==> src/rtl/vga_timing_gen_pkg.sv <==
// vga_pkg: shared timing constants for the raster generator.
//   - default 800x600 @ 72 Hz timing (50 MHz pixel clock, 1040 x 666 total)
//   - axis_total(): derives H_TOTAL / V_TOTAL from the four per-axis intervals
//   - counter widths and the largest totals those widths can hold
package vga_pkg;

    localparam int unsigned H_VISIBLE_DEF = 800;
    localparam int unsigned H_FRONT_DEF   = 56;
    localparam int unsigned H_SYNC_DEF    = 120;
    localparam int unsigned H_BACK_DEF    = 64;

    localparam int unsigned V_VISIBLE_DEF = 600;
    localparam int unsigned V_FRONT_DEF   = 37;
    localparam int unsigned V_SYNC_DEF    = 6;
    localparam int unsigned V_BACK_DEF    = 23;

    localparam bit SYNC_POL_DEF = 1'b1;

    localparam int unsigned HCW = 11;
    localparam int unsigned VCW = 10;
    localparam int unsigned H_TOTAL_MAX = 1 << HCW;
    localparam int unsigned V_TOTAL_MAX = 1 << VCW;

    function automatic int unsigned axis_total(
        int unsigned visible, int unsigned front, int unsigned sync, int unsigned back);
        return visible + front + sync + back;
    endfunction

endpackage

==> src/rtl/vga_timing_gen_if.sv <==
// vga_timing_gen_if: raster timing bus.
//   en                       pixel enable, driven by the consumer side
//   hcount, vcount           current raster position
//   hsync, vsync, blank      decoded video timing
//   line_start, frame_start  strobes at hcount==0 / (hcount,vcount)==(0,0)
// modport master: the timing generator; modport slave: pixel-producing blocks.
interface vga_timing_gen_if;
    import vga_pkg::*;

    logic           en;
    logic [HCW-1:0] hcount;
    logic [VCW-1:0] vcount;
    logic           hsync;
    logic           vsync;
    logic           blank;
    logic           line_start;
    logic           frame_start;

    modport master (
        input  en,
        output hcount, vcount, hsync, vsync, blank, line_start, frame_start
    );

    modport slave (
        output en,
        input  hcount, vcount, hsync, vsync, blank, line_start, frame_start
    );

endinterface

==> src/rtl/vga_timing_gen_axis_counter.sv <==
// vga_axis_counter: one raster axis (horizontal or vertical).
//   clk, rst_n  clock, asynchronous active-low reset
//   inc         advance the counter this cycle
//   count       registered position, 0..TOTAL-1
//   wrap        count is at TOTAL-1 (the next increment returns to 0)
//   sync_act    the value count takes after this edge lies in [SYNC_START, SYNC_END)
//   vis         the value count takes after this edge is below VISIBLE
// sync_act/vis look one edge ahead so the parent can register them and have
// them line up with count in the same cycle.
module vga_axis_counter #(
    parameter int unsigned TOTAL      = 1040,
    parameter int unsigned SYNC_START = 856,
    parameter int unsigned SYNC_END   = 976,
    parameter int unsigned VISIBLE    = 800,
    parameter int unsigned W          = 11
) (
    input  logic         clk,
    input  logic         rst_n,
    input  logic         inc,
    output logic [W-1:0] count,
    output logic         wrap,
    output logic         sync_act,
    output logic         vis
);

    logic [W-1:0] count_nxt;

    assign wrap = (count == W'(TOTAL - 1));

    // NOTE: count_nxt is assigned its hold value first, so a cycle with inc=0
    // leaves no path unassigned and no latch is inferred.
    always_comb begin
        count_nxt = count;
        if (inc) begin
            count_nxt = wrap ? '0 : count + W'(1);
        end
    end

    // NOTE: state uses non-blocking assignment so every register samples the
    // pre-edge values of the others.
    always_ff @(posedge clk or negedge rst_n) begin
        if (!rst_n) begin
            count <= '0;
        end else begin
            count <= count_nxt;
        end
    end

    // One spare bit so SYNC_END may equal 2**W without truncating.
    assign sync_act = ({1'b0, count_nxt} >= (W+1)'(SYNC_START)) &&
                      ({1'b0, count_nxt} <  (W+1)'(SYNC_END));
    assign vis      = ({1'b0, count_nxt} <  (W+1)'(VISIBLE));

endmodule

==> src/rtl/vga_timing_gen.sv <==
// vga_timing_gen: raster scan generator for all pixel-producing blocks.
//   clk    pixel-domain clock
//   rst_n  asynchronous active-low reset
//   vga    vga_timing_gen_if.master: en in; hcount, vcount, hsync, vsync,
//          blank, line_start, frame_start out (all registered)
// Build option VGA_PIXEL_ALIGN_EN: hsync/vsync/blank get one more enabled
// register stage and lag hcount/vcount by one enabled cycle. Without it they
// match the counters presented in the same cycle.
module vga_timing_gen
    import vga_pkg::*;
#(
    parameter int unsigned H_VISIBLE = H_VISIBLE_DEF,
    parameter int unsigned H_FRONT   = H_FRONT_DEF,
    parameter int unsigned H_SYNC    = H_SYNC_DEF,
    parameter int unsigned H_BACK    = H_BACK_DEF,
    parameter int unsigned V_VISIBLE = V_VISIBLE_DEF,
    parameter int unsigned V_FRONT   = V_FRONT_DEF,
    parameter int unsigned V_SYNC    = V_SYNC_DEF,
    parameter int unsigned V_BACK    = V_BACK_DEF,
    parameter bit          SYNC_POL  = SYNC_POL_DEF
) (
    input logic             clk,
    input logic             rst_n,
    vga_timing_gen_if.master vga
);

    localparam int unsigned H_TOTAL = axis_total(H_VISIBLE, H_FRONT, H_SYNC, H_BACK);
    localparam int unsigned V_TOTAL = axis_total(V_VISIBLE, V_FRONT, V_SYNC, V_BACK);

    if (H_TOTAL > H_TOTAL_MAX) begin : g_h_total_chk
        $error("vga_timing_gen: H_TOTAL exceeds 11-bit hcount range");
    end
    if (V_TOTAL > V_TOTAL_MAX) begin : g_v_total_chk
        $error("vga_timing_gen: V_TOTAL exceeds 10-bit vcount range");
    end

    logic h_wrap, h_sync_act, h_vis;
    logic v_wrap, v_sync_act, v_vis;

    vga_axis_counter #(
        .TOTAL      (H_TOTAL),
        .SYNC_START (H_VISIBLE + H_FRONT),
        .SYNC_END   (H_VISIBLE + H_FRONT + H_SYNC),
        .VISIBLE    (H_VISIBLE),
        .W          (HCW)
    ) u_h (
        .clk      (clk),
        .rst_n    (rst_n),
        .inc      (vga.en),
        .count    (vga.hcount),
        .wrap     (h_wrap),
        .sync_act (h_sync_act),
        .vis      (h_vis)
    );

    vga_axis_counter #(
        .TOTAL      (V_TOTAL),
        .SYNC_START (V_VISIBLE + V_FRONT),
        .SYNC_END   (V_VISIBLE + V_FRONT + V_SYNC),
        .VISIBLE    (V_VISIBLE),
        .W          (VCW)
    ) u_v (
        .clk      (clk),
        .rst_n    (rst_n),
        .inc      (vga.en & h_wrap),
        .count    (vga.vcount),
        .wrap     (v_wrap),
        .sync_act (v_sync_act),
        .vis      (v_vis)
    );

    logic hsync_r, vsync_r, blank_r, line_start_r, frame_start_r;

    // Decodes come from the counters' next values, so these registers land on
    // the same edge as the counts they describe. With en high, hcount goes to 0
    // exactly when it is wrapping now, which gives the strobes directly.
    always_ff @(posedge clk or negedge rst_n) begin
        if (!rst_n) begin
            hsync_r       <= ~SYNC_POL;
            vsync_r       <= ~SYNC_POL;
            blank_r       <= 1'b0;
            line_start_r  <= 1'b1;
            frame_start_r <= 1'b1;
        end else if (vga.en) begin
            hsync_r       <= h_sync_act ? SYNC_POL : ~SYNC_POL;
            vsync_r       <= v_sync_act ? SYNC_POL : ~SYNC_POL;
            blank_r       <= ~(h_vis & v_vis);
            line_start_r  <= h_wrap;
            frame_start_r <= h_wrap & v_wrap;
        end
    end

    assign vga.line_start  = line_start_r;
    assign vga.frame_start = frame_start_r;

`ifdef VGA_PIXEL_ALIGN_EN
    logic hsync_a, vsync_a, blank_a;

    always_ff @(posedge clk or negedge rst_n) begin
        if (!rst_n) begin
            hsync_a <= ~SYNC_POL;
            vsync_a <= ~SYNC_POL;
            blank_a <= 1'b0;
        end else if (vga.en) begin
            hsync_a <= hsync_r;
            vsync_a <= vsync_r;
            blank_a <= blank_r;
        end
    end

    assign vga.hsync = hsync_a;
    assign vga.vsync = vsync_a;
    assign vga.blank = blank_a;
`else
    assign vga.hsync = hsync_r;
    assign vga.vsync = vsync_r;
    assign vga.blank = blank_r;
`endif

endmodule

==> src/flat_wrapper.sv <==
// flat-port wrapper written by rule: the top's interface ports become plain ports
module vga_timing_gen_flat import vga_pkg::*;
#(
    parameter int unsigned H_VISIBLE = H_VISIBLE_DEF,
    parameter int unsigned H_FRONT   = H_FRONT_DEF,
    parameter int unsigned H_SYNC    = H_SYNC_DEF,
    parameter int unsigned H_BACK    = H_BACK_DEF,
    parameter int unsigned V_VISIBLE = V_VISIBLE_DEF,
    parameter int unsigned V_FRONT   = V_FRONT_DEF,
    parameter int unsigned V_SYNC    = V_SYNC_DEF,
    parameter int unsigned V_BACK    = V_BACK_DEF,
    parameter bit          SYNC_POL  = SYNC_POL_DEF
)
  (clk, rst_n, vga_en, vga_hcount, vga_vcount, vga_hsync, vga_vsync, vga_blank, vga_line_start, vga_frame_start);
  vga_timing_gen_if vga_i ();
  input logic clk;
  input logic rst_n;
  input wire logic [$bits(vga_i.en)-1:0] vga_en;
  output wire logic [$bits(vga_i.hcount)-1:0] vga_hcount;
  output wire logic [$bits(vga_i.vcount)-1:0] vga_vcount;
  output wire logic [$bits(vga_i.hsync)-1:0] vga_hsync;
  output wire logic [$bits(vga_i.vsync)-1:0] vga_vsync;
  output wire logic [$bits(vga_i.blank)-1:0] vga_blank;
  output wire logic [$bits(vga_i.line_start)-1:0] vga_line_start;
  output wire logic [$bits(vga_i.frame_start)-1:0] vga_frame_start;
  assign vga_i.en = vga_en;
  assign vga_hcount = vga_i.hcount;
  assign vga_vcount = vga_i.vcount;
  assign vga_hsync = vga_i.hsync;
  assign vga_vsync = vga_i.vsync;
  assign vga_blank = vga_i.blank;
  assign vga_line_start = vga_i.line_start;
  assign vga_frame_start = vga_i.frame_start;
  vga_timing_gen #(.H_VISIBLE(H_VISIBLE), .H_FRONT(H_FRONT), .H_SYNC(H_SYNC), .H_BACK(H_BACK), .V_VISIBLE(V_VISIBLE), .V_FRONT(V_FRONT), .V_SYNC(V_SYNC), .V_BACK(V_BACK), .SYNC_POL(SYNC_POL)) u_core (.clk(clk), .rst_n(rst_n), .vga(vga_i));
endmodule
==> config.mk <==
export PLATFORM = sky130hd
export DESIGN_NAME = vga_timing_gen_flat
export DESIGN_NICKNAME = d
export VERILOG_FILES = /design/src/rtl/vga_timing_gen_pkg.sv /design/src/rtl/vga_timing_gen_if.sv /design/src/rtl/vga_timing_gen_axis_counter.sv /design/src/rtl/vga_timing_gen.sv /design/src/flat_wrapper.sv
export SDC_FILE = /design/constraint.sdc
export NUM_CORES = 1
export LEC_CHECK = 0
export BUFFER_PORTS_ARGS = -buffer_cell sky130_fd_sc_hd__buf_2
export CAP_MARGIN = 20
export CORE_MARGIN = 8
export CORE_UTILIZATION = 32
export DETAILED_ROUTE_END_ITERATION = 8
export GPL_ROUTABILITY_DRIVEN = 1
export GPL_TIMING_DRIVEN = 0
export SLEW_MARGIN = 10
export SYNTH_ARGS = -nofsm -noshare
export SYNTH_HDL_FRONTEND = slang
export SYNTH_HIERARCHICAL = 1
export SYNTH_SLANG_ARGS = --single-unit
==> constraint.sdc <==
create_clock -name clk -period 5.99 [get_ports clk]
set_input_delay 0.2995 -clock clk [delete_from_list [all_inputs] [get_ports clk]]
set_output_delay 0.2995 -clock clk [all_outputs]
set_load 0.005 [all_outputs]
After elaboration in Yosys (flattened, before gate mapping)
Cells that the tools add are included.
- add/subtract/negate cells: 2
- $lt $le $gt $ge: 6
- equality and inequality tests: 2
- multiplexer cells: 6
- bitwise gates (word level): 4
- reduce and logical (&&, ||, !) cells: 2
- operators with widths (operator ; count):
    less-than comparator 11 x 10 -> 1 bit (second input constant) ; 2
    2-to-1 mux 11 bit ; 2
    less-than comparator 10 bit (second input constant) ; 2
    2-to-1 mux 10 bit ; 2
    adder 11 x 1 -> 11 bit (second input constant) ; 1
    equality test 11 bit (second input constant) ; 1
    >= comparator 11 x 10 -> 1 bit (second input constant) ; 1
    adder 10 x 1 -> 10 bit (second input constant) ; 1
    equality test 10 bit (second input constant) ; 1
    >= comparator 10 bit (second input constant) ; 1
    bitwise AND 1 bit ; 3
    logical AND 1 bit ; 2
    2-to-1 mux 1 bit ; 2
    inverter 1 bit ; 1
- register bits: 26
- input bits: 3
- output and inout bits: 26

Depth between registers and ports, before layout
- depth after elaboration: 6
- depth in mapped cells: 11
- mapped depth without buffers: 10

By module
Netlist, hierarchy kept.
- by module, submodules not included (module ; times used ; cells an instance ; area each (µm²) ; seq. area each (µm²)):
    vga_axis_counter (u_core.u_v) ; 1 ; 87 ; 769.5 ; 250.2
    vga_axis_counter (u_core.u_h) ; 1 ; 68 ; 689.4 ; 275.3
    vga_timing_gen ; 1 ; 13 ; 190.2 ; 127.6

Worst setup path after synthesis
No wires, ideal clock.
- path type: reg2reg
- start: register u_core.u_h.count[4]
- end: register u_core.blank_r, in the netlist u_core/vga.blank
- arrival time: 2.679 ns
- data required time: 5.908 ns
- slack: 3.229 ns
- cell stages (with the launch flop): 12
- path buffers: 2
- clock period less this slack: 2.761 ns
- cell sequence: dfrtp_1 -> buf_6 -> or4b_4 -> nor4_4 -> and2_4 -> buf_2 -> nand4_1 -> xor2_1 -> a211oi_1 -> a2bb2oi_1 -> o31ai_1 -> a31oi_1
- word-level cells in the longest chain between the ends: 6
- elaborated cells between the ends (all ways): 10
- ends and longest elaborated chain (element ; RTL line ; RTL):
    start: declaration ; vga_timing_gen_axis_counter.sv:20 ; output logic [W-1:0] count,
    start signal: assignment ; vga_timing_gen_axis_counter.sv:45 ; count <= count_nxt;
    equality test 11 bit ; vga_timing_gen_axis_counter.sv:28 ; assign wrap = (count == W'(TOTAL - 1));
    via u_core.h_wrap ; vga_timing_gen.sv:37 ; logic h_wrap, h_sync_act, h_vis;
    bitwise AND 1 bit ; vga_timing_gen.sv:65 ; .inc (vga.en & h_wrap),
    2-to-1 mux 10 bit ; vga_timing_gen_axis_counter.sv:34 ; if (inc) begin
    less-than comparator 10 bit ; vga_timing_gen_axis_counter.sv:52 ; assign vis = ({1'b0, count_nxt} < (W+1)'(VISIBLE));
    via u_core.v_vis ; vga_timing_gen.sv:38 ; logic v_wrap, v_sync_act, v_vis;
    bitwise AND 1 bit ; vga_timing_gen.sv:87 ; blank_r <= ~(h_vis & v_vis);
    inverter 1 bit ; vga_timing_gen.sv:87 ;
    end signal: assignment ; vga_timing_gen.sv:87 ;
    end: declaration ; vga_timing_gen.sv:72 ; logic hsync_r, vsync_r, blank_r, line_start_r, frame_start_r;
The timed path passes the listed nets, and every way through them passes these cells.
A chain may end at the register's enable or synchronous reset.

Worst setup path in the final report
Ends and elaborated chain as after synthesis.

==> out/metrics.cfg <==
[run_status]
outcome=complete, no violations

[run]
drv_cap=0

[floorplan]
core_area_um2=5040
ios=29
die_w_um=87.8
start_util_pct=32.7
dieArea_um2=7710
die_height_um=87.8
num_rows=26

[place]
post-dp-hpwl_mm=3.07
routabilityCongestion=0.867
io_buffers=28

[setup_path]
cp-end-kind=register
worstPathArrival_ns=3.43
crit_chain=buf_6 -> or4b_4 -> nor4_4 -> and2_4 -> buf_2 -> nand4_1 -> xor2_1 -> a211oi_1 -> a2bb2oi_1 -> o31ai_1 -> a31oi_1
slowest_stage=or4b_4
crit_buf_inv=2
critPathKind=register to register
start_kind=register
max_stage_delay_ns=0.55
cp.required_ns=6.18
path_delay_family=simple AND/OR/NAND/NOR gates
critPathMaxFanout=10

[route]
drc=0
vias=1462
final_antenna_net_count=0
finalWirelength_mm=4.23
initialDrtViolationCount=43
first_pass_iters=4
vias_per_cell=5.41
drt-wirelength-per-cell_um=15.7

[global_routing]
busiest_layer=met2
use_met2_pct=19.2
grt_pass1_vias=1424
grt_overflow_total=0
antenna_found_initial=0
grt_max_degree=27
use_met3_pct=3.10
met1_usage_pct=15.4
grt_use_total_pct=11.8
grt_pass1_wl_mm=7.26

[pwr]
ir_worst_vdd_mv=0.114
p_leak_nw=0.899
power_density_nw_per_um2=254

[sta]
setup_tns_ns=0
post-route-period-util_pct=54.1
final-hold-violation-count=0
worstMarginPinSlew_ns=0.593
hold_slack_ns=0.0183
period_needed_ns=3.24
setup_violations=0
rsz0062_at_grt=no
clock_skew_ns=0.00158
finalMaxSlewViolations=0
slew_headroom_pct=60.4
max_freq_mhz=309

[finish]
synthToLayoutAreaGrowth_pct=18.1
drive_above_1_share_pct=30.5
finish.net_count=207
fill_cells=503
final_core_util_pct=38.6
antenna_cells=0

[yosys]
postSynthAreaPerCell_um2=9.82
synth_edf_count=0
synth.distinct_cells=58
ys_warn_count=6
synth_fp_nets=174
yosysSeqAreaShare_pct=39.6
dominantRegCellSynth=dfrtp_1
synth_area_um2=1650
ys_ff_latch=26
syn_inst=168
synthArstFlopShare_pct=100

[clocking]
clock_sinks=26
cts-root-buf=clkbuf_8
cts_buffer_depth=2
post_cts_buffers=0
clock_latency_ns=0.27
cts_tree=done
htree_num_levels=1
path_clk_slew_ns=0.09
holdBufCountCts=0
cts_buffers=3
post_cts_resized=0

[hold_path]
hold_path.class=input pin to asynchronous set/reset pin

## cell type report
class                           instances  area (µm²)  share of cell area, %
Multi-Input combinational cell        122         902                   46.3
Buffer                                  8        48.8                   2.50
Inverter                               12        45.0                   2.31
Tap cell                               70        87.6                   4.50
Clock inverter                          1        30.0                   1.54
Sequential cell                        26         653                   33.5
Timing Repair Buffer                   28         140                   7.19
Clock buffer                            3        41.3                   2.12
## layout by cell type (no fill, tap or decap), types with 3 or more instances in the layout
cell type and n:
nand4_1 7, mux2_2 3, nor2_1 6, a21o_1 3, o21ai_0 4, dfrtp_1 24, a21oi_1 7, xnor2_1 9
buf_2 34, clkbuf_8 3, xor2_1 5, nand3_1 4, ha_1 3, inv_1 12, nand2_1 11, a211oi_1 5
o31ai_1 3, nor3_1 4, nand2b_1 3
## metrics by stage
| stage | cell area (µm²) | std cells | worst slack [ns] | total power [mW] |
|---|---|---|---|---|
| final | 1950 | 270 | 2.75 | 0.494 |
| after detailed placement | 1880 | 266 | 2.78 | 0.350 |
| after global routing | 1950 | 270 | 2.54 | 0.528 |
| after floorplan | 1650 | 168 | 3.23 | 0.304 |
| after CTS | 1950 | 270 | 2.75 | 0.503 |
| after global placement | 1880 | 266 | 2.82 | 0.348 |
## cells in the mapped netlist, types with 2 or more instances
cell type	n	area share (%)
a21oi_1	7	2.1
mux2_2	3	2.0
mux2i_1	2	1.2
buf_2	6	1.8
dfrtp_1	24	36
nand2_1	11	2.5
or3_1	2	0.76
a31oi_1	2	0.76
a211o_1	2	1.1
dfstp_2	2	3.2
nand3_1	4	1.2
nand2b_1	3	1.1
a21oi_2	2	1.1
ha_1	3	2.3
a21o_1	3	1.4
nand4_2	2	1.5
a22o_1	2	1.1
nor2_1	6	1.4
nand4_1	7	2.7
inv_1	12	2.7
xnor2_1	9	4.8
o21ai_0	4	1.2
xor2_1	5	2.7
a211oi_1	5	2.3
o31ai_1	3	1.4
nor4_1	2	0.76
nor3_1	4	1.2
## registers in the layout (all words and copies together) (netlist names)
register and cells:
u_core/vga.hsync 1, u_core/u_h/count 11, u_core/vga.line_start 1, u_core/vga.blank 1
u_core/u_v/count 10, u_core/vga.vsync 1, u_core/vga.frame_start 1
## logic make-up (layout without fill, tap and decap cells)
logic type,Yosys count,after routing,synth area share [%]
AOI/OAI and AO/OA,45,45,20.6
xor gates and xnor gates,14,14,7.44
adders and majority gates,3,3,2.28
buffers and inverters,20,52,5.69
DFF,26,26,39.6
muxes,5,5,3.26
and+or+nand+nor,55,55,21.1
## worst paths after layout
check / start / to / slack, ns / depth (start not counted)
hold / removal: rst_n / u_core/u_h/count[2]$_DFF_PN0_ / 0.02 / 1
setup / recovery: u_core/u_h/count[4]$_DFF_PN0_ / u_core/vga.blank$_DFFE_PN0P_ / 2.75 / 11
max in group asynchronous: rst_n / u_core/vga.blank$_DFFE_PN0P_ / 5.58 / 1
hold reg to reg: u_core/vga.vsync$_DFFE_PN0P_ / u_core/vga.vsync$_DFFE_PN0P_ / 0.51 / 1
min in group clk: vga_en / u_core/vga.blank$_DFFE_PN0P_ / 0.37 / 2
setup reg to reg: u_core/u_h/count[4]$_DFF_PN0_ / u_core/vga.blank$_DFFE_PN0P_ / 2.75 / 11
## power by group
group | internal (mW) | switching (mW) | leakage, nW | total (mW)
Sequential | 0.195 | 0.0331 | 0.337 | 0.228
Clock | 0.0894 | 0.0581 | 0.0357 | 0.148
Combinational | 0.0571 | 0.0611 | 0.527 | 0.118
Total | 0.342 | 0.152 | 0.899 | 0.494
## layer usage
metal | vias up | wire length (µm)
li1 | 678 | -
met1 | 725 | 1890
met2 | 55 | 2020
met3 | 4 | 280
met4 | 0 | 38
met5 | - | 0
No activity file was read; power rests on OpenSTA's default activity.
